--- config.mk ---
export PLATFORM = sky130hd
export DESIGN_NAME = sevenseg_scan_display_flat
export DESIGN_NICKNAME = d
export VERILOG_FILES = /design/src/rtl/sevenseg_pkg.sv /design/src/rtl/sevenseg_scan_display_if.sv /design/src/rtl/sevenseg_scan_display_bin2bcd_seq.sv /design/src/rtl/sevenseg_scan_display.sv /design/src/flat_wrapper.sv
export SDC_FILE = /design/constraint.sdc
export NUM_CORES = 1
export LEC_CHECK = 0
export BUFFER_PORTS_ARGS = -buffer_cell sky130_fd_sc_hd__buf_2
export CAP_MARGIN = 25
export CORE_MARGIN = 1.5
export CORE_UTILIZATION = 65
export DETAILED_ROUTE_END_ITERATION = 10
export MAX_ROUTING_LAYER = met4
export PLACE_DENSITY = 0.83
export SYNTH_ARGS = -nofsm -noshare
export SYNTH_HDL_FRONTEND = slang
export SYNTH_SLANG_ARGS = --single-unit
--- constraint.sdc ---
create_clock -name clk -period 5.3 [get_ports clk]
set_clock_uncertainty 0.05 [all_clocks]
set_input_delay 0.53 -clock clk [delete_from_list [all_inputs] [get_ports clk]]
set_output_delay 0.53 -clock clk [all_outputs]
set_load 0.01 [all_outputs]
--- src/rtl/sevenseg_pkg.sv ---
// Shared types, segment glyphs and the gray-decode helper for the scanned
// seven-segment display.
package sevenseg_pkg;

   typedef enum logic [1:0] {
      MODE_HEX     = 2'b00,
      MODE_DEC     = 2'b01,
      MODE_GRAYDEC = 2'b10,
      MODE_GRAYENC = 2'b11
   } mode_e;

   typedef enum logic [1:0] {
      ST_IDLE,
      ST_GRAY,
      ST_DABBLE,
      ST_COMMIT
   } state_e;

   localparam int GRAY_MAX_W = 32;

   // Active-high glyphs, bit6=g .. bit0=a
   localparam logic [6:0] SEG_TABLE [16] = '{
      7'h3F, 7'h06, 7'h5B, 7'h4F, 7'h66, 7'h6D, 7'h7D, 7'h07,
      7'h7F, 7'h6F, 7'h77, 7'h7C, 7'h39, 7'h5E, 7'h79, 7'h71
   };

   localparam logic [6:0] SEG_DASH = 7'b100_0000;

   // Zero-extended inputs decode correctly: leading zeros keep the running XOR at 0
   function automatic logic [GRAY_MAX_W-1:0] gray_decode(input logic [GRAY_MAX_W-1:0] g);
      logic [GRAY_MAX_W-1:0] b;
      b[GRAY_MAX_W-1] = g[GRAY_MAX_W-1];
      for (int i = GRAY_MAX_W-2; i >= 0; i--) begin
         b[i] = b[i+1] ^ g[i];
      end
      return b;
   endfunction

endpackage

--- src/rtl/sevenseg_scan_display_if.sv ---
// Value/control inputs and pin-level outputs of the scanned seven-segment driver.
interface sevenseg_if #(
   parameter int NUM_DIGITS = 4,
   parameter int DATA_W     = 8
);
   logic [DATA_W-1:0]     value;
   logic [1:0]            mode;
   logic                  load;
   logic                  blank_lz;
   logic                  busy;
   logic                  ovf;
   logic [NUM_DIGITS-1:0] anodo;
   logic [6:0]            catodo;
   logic                  dp;

   modport master (
      output value, mode, load, blank_lz,
      input  busy, ovf, anodo, catodo, dp
   );

   modport slave (
      input  value, mode, load, blank_lz,
      output busy, ovf, anodo, catodo, dp
   );
endinterface

--- src/rtl/sevenseg_scan_display_bin2bcd_seq.sv ---
// Sequential double-dabble: one shift-add-3 step per cycle for DATA_W cycles,
// with one guard nibble and a sticky flag for bits pushed past it.
module bin2bcd_seq #(
   parameter int DATA_W     = 8,
   parameter int NUM_DIGITS = 4
) (
   input  logic                      clk,
   input  logic                      rst_n,
   input  logic                      i_start,
   input  logic [DATA_W-1:0]         i_bin,
   output logic                      o_last,
   output logic [4*NUM_DIGITS+3:0]   o_bcd,
   output logic                      o_spill
);
   localparam int ACC_W = 4*NUM_DIGITS + 4;
   localparam int CNT_W = $clog2(DATA_W + 1);

   logic [DATA_W-1:0] r_sh;
   logic [ACC_W-1:0]  r_acc;
   logic [CNT_W-1:0]  r_cnt;
   logic              r_spill;
   logic [ACC_W-1:0]  w_adj;

   always_comb begin
      w_adj = r_acc;
      for (int k = 0; k < NUM_DIGITS+1; k++) begin
         if (r_acc[4*k +: 4] >= 4'd5) w_adj[4*k +: 4] = r_acc[4*k +: 4] + 4'd3;
      end
   end

   // High during the cycle whose closing edge performs the final shift
   assign o_last  = (r_cnt == CNT_W'(1));
   assign o_bcd   = r_acc;
   assign o_spill = r_spill;

   always_ff @(posedge clk) begin
      if (!rst_n) begin
         r_cnt <= '0;
      end else if (i_start) begin
         r_sh    <= i_bin;
         r_acc   <= '0;
         r_spill <= 1'b0;
         r_cnt   <= CNT_W'(DATA_W);
      end else if (r_cnt != '0) begin
         r_acc   <= {w_adj[ACC_W-2:0], r_sh[DATA_W-1]};
         r_sh    <= r_sh << 1;
         r_spill <= r_spill | w_adj[ACC_W-1];
         r_cnt   <= r_cnt - CNT_W'(1);
      end
   end
endmodule

--- src/rtl/sevenseg_scan_display.sv ---
// Captures a value, optionally converts it (gray/BCD) and time-multiplexes it
// across NUM_DIGITS anodes with registered, glitch-free pin outputs.
module sevenseg_scan_display
   import sevenseg_pkg::*;
#(
   parameter int NUM_DIGITS       = 4,
   parameter int DATA_W           = 8,
   parameter int REFRESH_DIV      = 100000,
   parameter int ANODE_ACTIVE_LOW = 1,
   parameter int SEG_ACTIVE_LOW   = 1
) (
   input  logic     clk,
   input  logic     rst_n,
   sevenseg_if.slave bus
);
   localparam int DISP_W  = 4*NUM_DIGITS;
   localparam int ACC_W   = DISP_W + 4;
   localparam int IDX_W   = (NUM_DIGITS > 1) ? $clog2(NUM_DIGITS) : 1;
   localparam int PRESC_W = $clog2(REFRESH_DIV);
   localparam logic [NUM_DIGITS-1:0] ANODE_OFF = (ANODE_ACTIVE_LOW != 0) ? '1 : '0;
   localparam logic [6:0]            SEG_OFF   = (SEG_ACTIVE_LOW != 0) ? 7'h7F : 7'h00;
   localparam logic                  DP_OFF    = (SEG_ACTIVE_LOW != 0);

   state_e                r_state;
   mode_e                 r_mode;
   logic [DATA_W-1:0]     r_value;
   logic                  r_busy;
   logic                  r_ovf;
   logic [DISP_W-1:0]     r_disp;

   mode_e                 w_mode_in;
   logic                  w_start;
   logic [DATA_W-1:0]     w_bin;
   logic [GRAY_MAX_W-1:0] w_gray_full;
   logic                  w_unused_gray;
   logic                  w_bcd_last;
   logic [ACC_W-1:0]      w_bcd;
   logic                  w_spill;

   assign w_mode_in     = mode_e'(bus.mode);
   assign w_gray_full   = gray_decode(GRAY_MAX_W'(r_value));
   assign w_unused_gray = ^w_gray_full;
   assign w_start = (r_state == ST_GRAY) ||
                    (r_state == ST_IDLE && bus.load && w_mode_in == MODE_DEC);
   assign w_bin   = (r_state == ST_GRAY) ? w_gray_full[DATA_W-1:0] : bus.value;

   bin2bcd_seq #(
      .DATA_W     (DATA_W),
      .NUM_DIGITS (NUM_DIGITS)
   ) u_bcd (
      .clk     (clk),
      .rst_n   (rst_n),
      .i_start (w_start),
      .i_bin   (w_bin),
      .o_last  (w_bcd_last),
      .o_bcd   (w_bcd),
      .o_spill (w_spill)
   );

   always_ff @(posedge clk) begin
      if (!rst_n) begin
         r_state <= ST_IDLE;
         r_busy  <= 1'b0;
         r_ovf   <= 1'b0;
         r_disp  <= '0;
      end else begin
         case (r_state)
            ST_IDLE: begin
               if (bus.load) begin
                  r_value <= bus.value;
                  r_mode  <= w_mode_in;
                  r_busy  <= 1'b1;
                  case (w_mode_in)
                     MODE_DEC:     r_state <= ST_DABBLE;
                     MODE_GRAYDEC: r_state <= ST_GRAY;
                     default:      r_state <= ST_COMMIT;
                  endcase
               end
            end
            ST_GRAY:   r_state <= ST_DABBLE;
            ST_DABBLE: if (w_bcd_last) r_state <= ST_COMMIT;
            ST_COMMIT: begin
               r_busy  <= 1'b0;
               r_state <= ST_IDLE;
               case (r_mode)
                  MODE_HEX: begin
                     r_disp <= DISP_W'(r_value);
                     r_ovf  <= 1'b0;
                  end
                  MODE_GRAYENC: begin
                     r_disp <= DISP_W'(r_value ^ (r_value >> 1));
                     r_ovf  <= 1'b0;
                  end
                  default: begin
                     r_disp <= w_bcd[DISP_W-1:0];
                     r_ovf  <= (w_bcd[ACC_W-1 -: 4] != 4'd0) || w_spill;
                  end
               endcase
            end
            default: r_state <= ST_IDLE;
         endcase
      end
   end

   logic [PRESC_W-1:0]    r_presc;
   logic [IDX_W-1:0]      r_idx;
   logic                  r_run;
   logic [NUM_DIGITS-1:0] r_anodo;
   logic [6:0]            r_catodo;

   logic                  w_wrap;
   logic [IDX_W-1:0]      w_idx_nxt;
   logic [IDX_W-1:0]      w_show_idx;
   logic [NUM_DIGITS-1:0] w_zero_from;
   logic [3:0]            w_nib;
   logic                  w_blank;
   logic [6:0]            w_seg;
   logic [NUM_DIGITS-1:0] w_onehot;

   assign w_wrap     = r_run && (r_presc == PRESC_W'(REFRESH_DIV-1));
   assign w_idx_nxt  = (r_idx == IDX_W'(NUM_DIGITS-1)) ? '0 : r_idx + IDX_W'(1);
   // First cycle out of reset lights digit 0; afterwards outputs move on wrap only
   assign w_show_idx = r_run ? w_idx_nxt : r_idx;
   assign w_onehot   = NUM_DIGITS'(1) << w_show_idx;

   always_comb begin
      logic w_all_zero;
      w_all_zero  = 1'b1;
      w_zero_from = '0;
      for (int k = NUM_DIGITS-1; k >= 0; k--) begin
         w_all_zero     = w_all_zero && (r_disp[4*k +: 4] == 4'd0);
         w_zero_from[k] = w_all_zero;
      end
   end

   always_comb begin
      w_nib   = 4'd0;
      w_blank = 1'b0;
      for (int k = 0; k < NUM_DIGITS; k++) begin
         if (w_show_idx == IDX_W'(k)) begin
            w_nib   = r_disp[4*k +: 4];
            w_blank = bus.blank_lz && (k != 0) && w_zero_from[k];
         end
      end
   end

   assign w_seg = r_ovf ? SEG_DASH : (w_blank ? 7'h00 : SEG_TABLE[w_nib]);

   always_ff @(posedge clk) begin
      if (!rst_n) begin
         r_presc  <= '0;
         r_idx    <= '0;
         r_run    <= 1'b0;
         r_anodo  <= ANODE_OFF;
         r_catodo <= SEG_OFF;
      end else begin
         r_run <= 1'b1;
         if (r_run) r_presc <= w_wrap ? '0 : r_presc + PRESC_W'(1);
         if (w_wrap) r_idx <= w_idx_nxt;
         if (!r_run || w_wrap) begin
            r_anodo  <= w_onehot ^ ANODE_OFF;
            r_catodo <= w_seg ^ SEG_OFF;
         end
      end
   end

   assign bus.busy   = r_busy;
   assign bus.ovf    = r_ovf;
   assign bus.anodo  = r_anodo;
   assign bus.catodo = r_catodo;
   assign bus.dp     = DP_OFF;
endmodule

--- src/flat_wrapper.sv ---
// flat-port wrapper written by rule: the top's interface ports become plain ports
module sevenseg_scan_display_flat import sevenseg_pkg::*;
#(
   parameter int NUM_DIGITS       = 4,
   parameter int DATA_W           = 8,
   parameter int REFRESH_DIV      = 100000,
   parameter int ANODE_ACTIVE_LOW = 1,
   parameter int SEG_ACTIVE_LOW   = 1
)
  (clk, rst_n, bus_value, bus_mode, bus_load, bus_blank_lz, bus_busy, bus_ovf, bus_anodo, bus_catodo, bus_dp);
  sevenseg_if #(.NUM_DIGITS(NUM_DIGITS), .DATA_W(DATA_W)) bus_i ();
  input  logic clk;
  input  logic rst_n;
  input wire logic [$bits(bus_i.value)-1:0] bus_value;
  input wire logic [$bits(bus_i.mode)-1:0] bus_mode;
  input wire logic [$bits(bus_i.load)-1:0] bus_load;
  input wire logic [$bits(bus_i.blank_lz)-1:0] bus_blank_lz;
  output wire logic [$bits(bus_i.busy)-1:0] bus_busy;
  output wire logic [$bits(bus_i.ovf)-1:0] bus_ovf;
  output wire logic [$bits(bus_i.anodo)-1:0] bus_anodo;
  output wire logic [$bits(bus_i.catodo)-1:0] bus_catodo;
  output wire logic [$bits(bus_i.dp)-1:0] bus_dp;
  assign bus_i.value = bus_value;
  assign bus_i.mode = bus_mode;
  assign bus_i.load = bus_load;
  assign bus_i.blank_lz = bus_blank_lz;
  assign bus_busy = bus_i.busy;
  assign bus_ovf = bus_i.ovf;
  assign bus_anodo = bus_i.anodo;
  assign bus_catodo = bus_i.catodo;
  assign bus_dp = bus_i.dp;
  sevenseg_scan_display #(.NUM_DIGITS(NUM_DIGITS), .DATA_W(DATA_W), .REFRESH_DIV(REFRESH_DIV), .ANODE_ACTIVE_LOW(ANODE_ACTIVE_LOW), .SEG_ACTIVE_LOW(SEG_ACTIVE_LOW)) u_core (.clk(clk), .rst_n(rst_n), .bus(bus_i));
endmodule
==> results of run 1 <==
==> layout make-up <==
type                    instances  area [µm²]  share of cell area
multi-input cells             382        2590               0.478
flip-flops and latches         94        2270               0.419
repair buffers                 27         138              0.0254
clock buffers                  10         128              0.0235
well taps                      99         124              0.0229
inverters                      27         101              0.0187
clock inverters                 6        68.8              0.0127
==> flip-flops by register name (all words and copies together), names as in the netlist, 2 cells and up <==
name / count
u_core.bus.anodo: 4
u_core.bus.catodo: 7
u_core.r_disp: 16
u_core.r_idx: 2
u_core.r_mode: 2
u_core.r_presc: 17
u_core.r_state: 2
u_core.r_value: 8
u_core.u_bcd.o_bcd: 20
u_core.u_bcd.r_cnt: 4
u_core.u_bcd.r_sh: 8
==> routing by layer <==
layer | track usage | vias to the layer above | routed length [µm]
met4 | 0.0820 | 0 | 178
met2 | 0.409 | 116 | 4900
li1 | - | 1864 | -
met1 | 0.378 | 1852 | 5000
met5 | - | - | 0
met3 | 0.0687 | 19 | 529
==> synthesized netlist by cell type, types with 7 or more instances <==
cell      count  area [µm²]
xor2_1       18         158
a21oi_1      28         140
mux2i_1      21         210
clkbuf_1     11        41.3
nand3_1       7        35.0
inv_1        27         101
xnor2_1      22         193
nand2_1      49         184
nor2_1       57         214
dfxtp_1      55        1100
nor2b_1      23         144
ha_1         28         350
a22oi_1      10        75.1
o21ai_0      25         125
nor3_1       10        50.1
nand2b_1     11        68.8
edfxtp_1     39        1170
==> cell usage in the layout (no fill, tap or decap), drive strengths merged, types with 3 or more instances in the layout <==
master,count
nor3b,3
a221oi,4
mux2,4
o211ai,4
nor2b,23
buf,27
o21ai,25
nor2,58
a21boi,3
nand3,7
edfxtp,39
nor3,10
o32a,4
clkbuf,10
nand2b,11
inv,29
a22oi,10
and2,4
and3,5
a211oi,3
dfxtp,55
a21oi,29
nor4,5
xor2,18
mux2i,23
nand2,49
xnor2,22
ha,28
a31oi,5
==> power by group <==
group / switching, mW / internal (mW) / leakage (nW) / total, mW
Sequential: 0.149 / 1.01 / 0.822 / 1.16
Clock: 0.257 / 0.222 / 0.0973 / 0.479
Combinational: 0.547 / 0.366 / 1.17 / 0.913
Total: 0.953 / 1.60 / 2.09 / 2.55
==> worst reg2reg max path, stage by stage (launching register included) <==
cell	delay (ns)
dfxtp_1	0.35
inv_1	0.09
ha_1	0.29
nand3_1	0.41
nand2b_1	0.73
o21a_1	0.49
buf_4	0.36
==> stage by stage <==
stage / area [µm²] / hold WS (ns) / setup slack [ns] / utilization / total power [mW]
2_1_floorplan: 5040 / 0.412 / 2.71 / - / 1.83
3_3_place_gp: 5220 / 0.400 / 2.20 / 0.709 / 2.01
3_5_place_dp: 5220 / 0.411 / 2.12 / 0.709 / 2.07
4_1_cts: 5420 / 0.294 / 2.20 / 0.735 / 2.55
5_1_grt: 5420 / 0.291 / 1.92 / 0.735 / 2.73
6_report: 5420 / 0.309 / 2.20 / 0.735 / 2.55
==> logic make-up after synthesis <==
| group | Yosys count |
|---|---|
| AO/OA/AOI/OAI | 101 |
| XOR/XNOR | 40 |
| adder cells (fa/ha/maj) | 28 |
| buffers and inverters | 45 |
| flip-flops | 94 |
| multiplexers | 29 |
| other | 1 |
| AND/OR/NAND/NOR | 183 |
==> worst paths after layout <==
kind,from,to,slack [ns],depth (start not counted)
setup / recovery,u_core.r_state[0],u_core.u_bcd.o_bcd[11],2.20,6
hold reg to reg,u_core.bus.catodo[5],u_core.bus.catodo[5],0.43,1
setup reg to reg,u_core.r_state[0],u_core.u_bcd.o_bcd[11],2.20,6
hold / removal,bus_mode[0],u_core.r_mode[0],0.31,1
==> results.ini, run 1 <==
[run_status]
status = completed

[clock_network]
cts_setup_buffers = 0
cts.clk_slew.worst_paths_ns = 0.09
cts_hold_buf = 0
clk_latency_ns = 0.36
cts_buffers = 9
cts_tree = yes
cts_resized = 0
h-tree-depth = 3
clk_path_buf_depth = 2
root_buffer = clkbuf_8
cts.sinks = 94

[power_and_ir_drop]
vdd_drop_max_v = 0.000379
p_leak_nw = 2.09
power.density_mw_per_mm2 = 470

[drt]
via_per_inst = 5.97
first_pass_iters = 7
wl_per_cell_um = 16.4
initialDrtViolationCount = 305
vias = 3851
drt_wl_total_mm = 10.6
drcViolationCount = 0
ant_nets = 0

[min_path]
hold_path.class = input pin to flip-flop

[setup_path]
slowest_stage = nand2b_1
path_max_fanout = 21
cp_cell_sequence = inv_1 > ha_1 > nand3_1 > nand2b_1 > o21a_1 > buf_4
cp_num_buf_inv = 2
crit_path_end_kind = flip-flop
worstPathRequired_ns = 5.30
criticalPathCategory = flip-flop to flip-flop
start_kind = flip-flop
slowest_delay_ns = 0.73
cp.arrival_ns = 3.10
crit_family = simple AND/OR/NAND/NOR gates

[logic_synthesis]
ys.flop_type = dfxtp_1
muxShareOfSynthArea = 0.0685
ys_async_sr_fraction = 0
synthAdderAreaFrac = 0.0695
avgSynthCellArea_um2 = 9.67
synth_compound_area_frac = 0.131
yosysWarningCount = 0
synth_cells = 521
syn-cell-area_mm2 = 0.00504
synth_edf_count = 39
ys_ff_latch = 94
ys_types = 57
syn-num-nets = 563
ys_seq_area_frac = 0.451
synthXorXnorAreaFrac = 0.0695
synth-simple-area-share = 0.175
synth_top_family_by_area = simple AND/OR/NAND/NOR gates

[timing]
hold_viol = 0
slew_headroom = 0.489
clock.fmax_mhz = 322
period_minus_slack_ns = 3.10
drv_slew = 0
setup_tns_ns = 0
timing.final.crit_share = 0.586
setup_viol = 0
worst_pin_slew_ns = 0.767
rsz0062_at_grt = no

[placed_design]
place_inst = 629
dpl.hpwl_mm = 7.70
portBuffers = 26
gp_congestion = 0.886

[cells_and_area]
drive_above_1_share = 0.101
syn2layout_area_growth_pct = 7.57
antenna_cells = 0
fin_cells = 645
num-fill-cells = 536
nets = 583

[die]
rows = 31
io_pins = 28
die_y_um = 91.0
die_x_um = 91.0
die_area_mm2 = 0.00829
initial_utilization = 0.684
core_area_mm2 = 0.00737

[grt]
grt_pass1_wl_mm = 17.6
gr-total-overflow = 0
grt_usage = 0.277
grt_pass1_vias = 3611
grt_max_degree = 37
antenna_found_initial = 0

[run]
maxCapViolations = 0

(Power assumes the default switching activity.)
==> inputs of run 2 (changes only) <==
- CORE_UTILIZATION: 65 -> 61
- PLACE_DENSITY: 0.83 -> 0.79
- clock period: 5.3 -> 3.09 ns (I/O delays scaled with it)
==> results.ini, run 2 (same netlist as run 1, synthesis figures left out) <==
[run_status]
status = completed  ; unchanged

[cells_and_area]
nets = 589  ; was 583
final_common_cell = nor2_1  ; unchanged
num-fill-cells = 598  ; was 536
layout_common_cells = nor2_1 (57), dfxtp_1 (55), nand2_1 (49)  ; unchanged
syn2layout_area_growth_pct = 8.49  ; was 7.57%
fin_util = 0.697  ; was 0.735
antenna_cells = 0  ; unchanged
drive_above_1_share = 0.109  ; was 0.101
largest_reg_flops = 20  ; unchanged

[setup_path]
crit_path_end_kind = flip-flop  ; unchanged
criticalPathCategory = flip-flop to flip-flop  ; unchanged
path_max_fanout = 8  ; was 21
cp.arrival_ns = 2.92  ; was 3.10 ns
start_kind = flip-flop  ; unchanged
worstPathRequired_ns = 3.33  ; was 5.30 ns

[die]
die_area_mm2 = 0.00881  ; was 0.00829 mm²
core_area_mm2 = 0.00785  ; was 0.00737 mm²
die_x_um = 93.9  ; was 91.0 µm
io_pins = 28  ; unchanged
initial_utilization = 0.642  ; was 0.684
die_y_um = 93.9  ; was 91.0 µm
rows = 32  ; was 31

[drt]
initialDrtViolationCount = 202  ; was 305
vias = 3727  ; was 3,851
via_per_inst = 5.70  ; was 5.97
drt_wl_total_mm = 9.89  ; was 10.6 mm
wl_per_cell_um = 15.1  ; was 16.4 µm
drcViolationCount = 0  ; unchanged
ant_nets = 0  ; unchanged
first_pass_iters = 4  ; was 7

[timing]
setup_slack_ns = 0.415  ; was 2.20 ns
worst_pin_slew_ns = 0.566  ; was 0.767 ns
setup_tns_ns = 0  ; unchanged
slew_headroom = 0.623  ; was 0.489
rsz0062_at_grt = no  ; unchanged
hold_viol = 0  ; unchanged
setup_viol = 0  ; unchanged
timing.final.crit_share = 0.866  ; was 0.586
clock.fmax_mhz = 374  ; was 322 MHz
period_minus_slack_ns = 2.67  ; was 3.10 ns
timing.hold.ws_ns = 0.0782  ; was 0.309 ns
drv_slew = 0  ; unchanged

[power_and_ir_drop]
p_leak_nw = 2.12  ; was 2.09 nW
vdd_drop_max_v = 0.000499  ; was 0.000379 V
p_sw_mw = 1.56  ; was 0.953 mW
comb_power_share = 0.354  ; was 0.358
p_int_mw = 2.76  ; was 1.60 mW
p_sw_frac = 0.361  ; was 0.374
p_seq_frac = 0.458  ; was 0.454
pwr-share-clk = 0.188  ; about the same
finalPower_mw = 4.32  ; was 2.55 mW
power.density_mw_per_mm2 = 790  ; was 470 mW/mm²

[grt]
gr-total-overflow = 0  ; unchanged
grt_usage = 0.253  ; was 0.277
grt_pass1_wl_mm = 16.7  ; was 17.6 mm
grt_max_degree = 30  ; was 37
grt_pass1_vias = 3573  ; was 3,611
antenna_found_initial = 0  ; unchanged

[placed_design]
gp_congestion = 0.889  ; was 0.886
post-place-ws_ns = 0.441  ; was 2.12 ns
portBuffers = 26  ; unchanged
dpl.hpwl_mm = 7.27  ; was 7.70 mm

[clock_network]
cts_setup_buffers = 0  ; unchanged
cts_resized = 0  ; unchanged
cts.sinks = 94  ; unchanged
h-tree-depth = 3  ; unchanged
clk_path_buf_depth = 2  ; unchanged
clk_latency_ns = 0.36  ; about the same
cts_buffers = 9  ; unchanged
cts_tree = yes  ; unchanged
root_buffer = clkbuf_8  ; unchanged
cts.clk_slew.worst_paths_ns = 0.10  ; was 0.09 ns
cts_hold_buf = 0  ; unchanged

[run]
maxCapViolations = 0  ; unchanged

[min_path]
hold_path.class = input pin to flip-flop  ; unchanged

-- run 2: cell count changes in the layout (fill, tap and decap cells not counted) --
cell / previous run / this run
clkbuf_8: 9 / 10
clkinv_2: 1 / 2
inv_6: 2 / 0
clkinvlp_4: 1 / 0
buf_4: 1 / 7
clkbuf_1: 1 / 2
-- run 2: cell type report --
cell class | count | area, µm² | share of cell area
clock buffers | 12 | 145 | 0.0266
inverters | 27 | 101 | 0.0185
repair buffers | 33 | 183 | 0.0334
flip-flops and latches | 94 | 2270 | 0.416
well taps | 102 | 128 | 0.0233
clock inverters | 4 | 48.8 | 0.00893
multi-input cells | 382 | 2590 | 0.474
-- run 2: final timing paths --
check	startpoint	endpoint	slack, ns	cells past startpoint
worst max-delay path	u_core.r_idx[0]	u_core.bus.catodo[3]	0.42	10
worst min register to register	u_core.bus.catodo[6]	u_core.bus.catodo[6]	0.43	2
worst min-delay path	bus_value[6]	u_core.r_value[6]	0.08	1
worst max register to register	u_core.r_idx[0]	u_core.bus.catodo[3]	0.42	10
-- run 2: power by group through the flow --
stage	clock (mW)	combinational (mW)	sequential, mW
after floorplan	0	1.20	1.93
final	0.812	1.53	1.98
after global routing	0.880	1.75	2.02
after global placement	0	1.46	1.98
after detailed placement	0	1.53	2.00
after CTS	0.824	1.55	1.97
-- run 2: worst max-delay path: stages (launching register included) --
cell and delay, ns:
dfxtp_1 0.49, ha_1 0.24, nor2_2 0.08, a21oi_2 0.26
mux4_2 0.61, inv_1 0.16, ha_1 0.21, nand2_1 0.06
mux2i_1 0.13, o21ai_0 0.12, a31oi_1 0.19
-- run 2: routing by layer --
metal	part of all wire	global-route usage	routed length (µm)	vias to the layer above
li1	-	-	-	1878
met1	0.48	0.331	4780	1777
met2	0.46	0.399	4590	53
met3	0.035	0.0413	350	19
met4	0.017	0.0920	167	0
met5	0	-	0	-
-- run 2: through the flow --
stage	std cells	instance area, µm²
2_1_floorplan	521	5040
3_3_place_gp	638	5270
3_5_place_dp	638	5270
4_1_cts	654	5470
5_1_grt	654	5470
6_report	654	5470
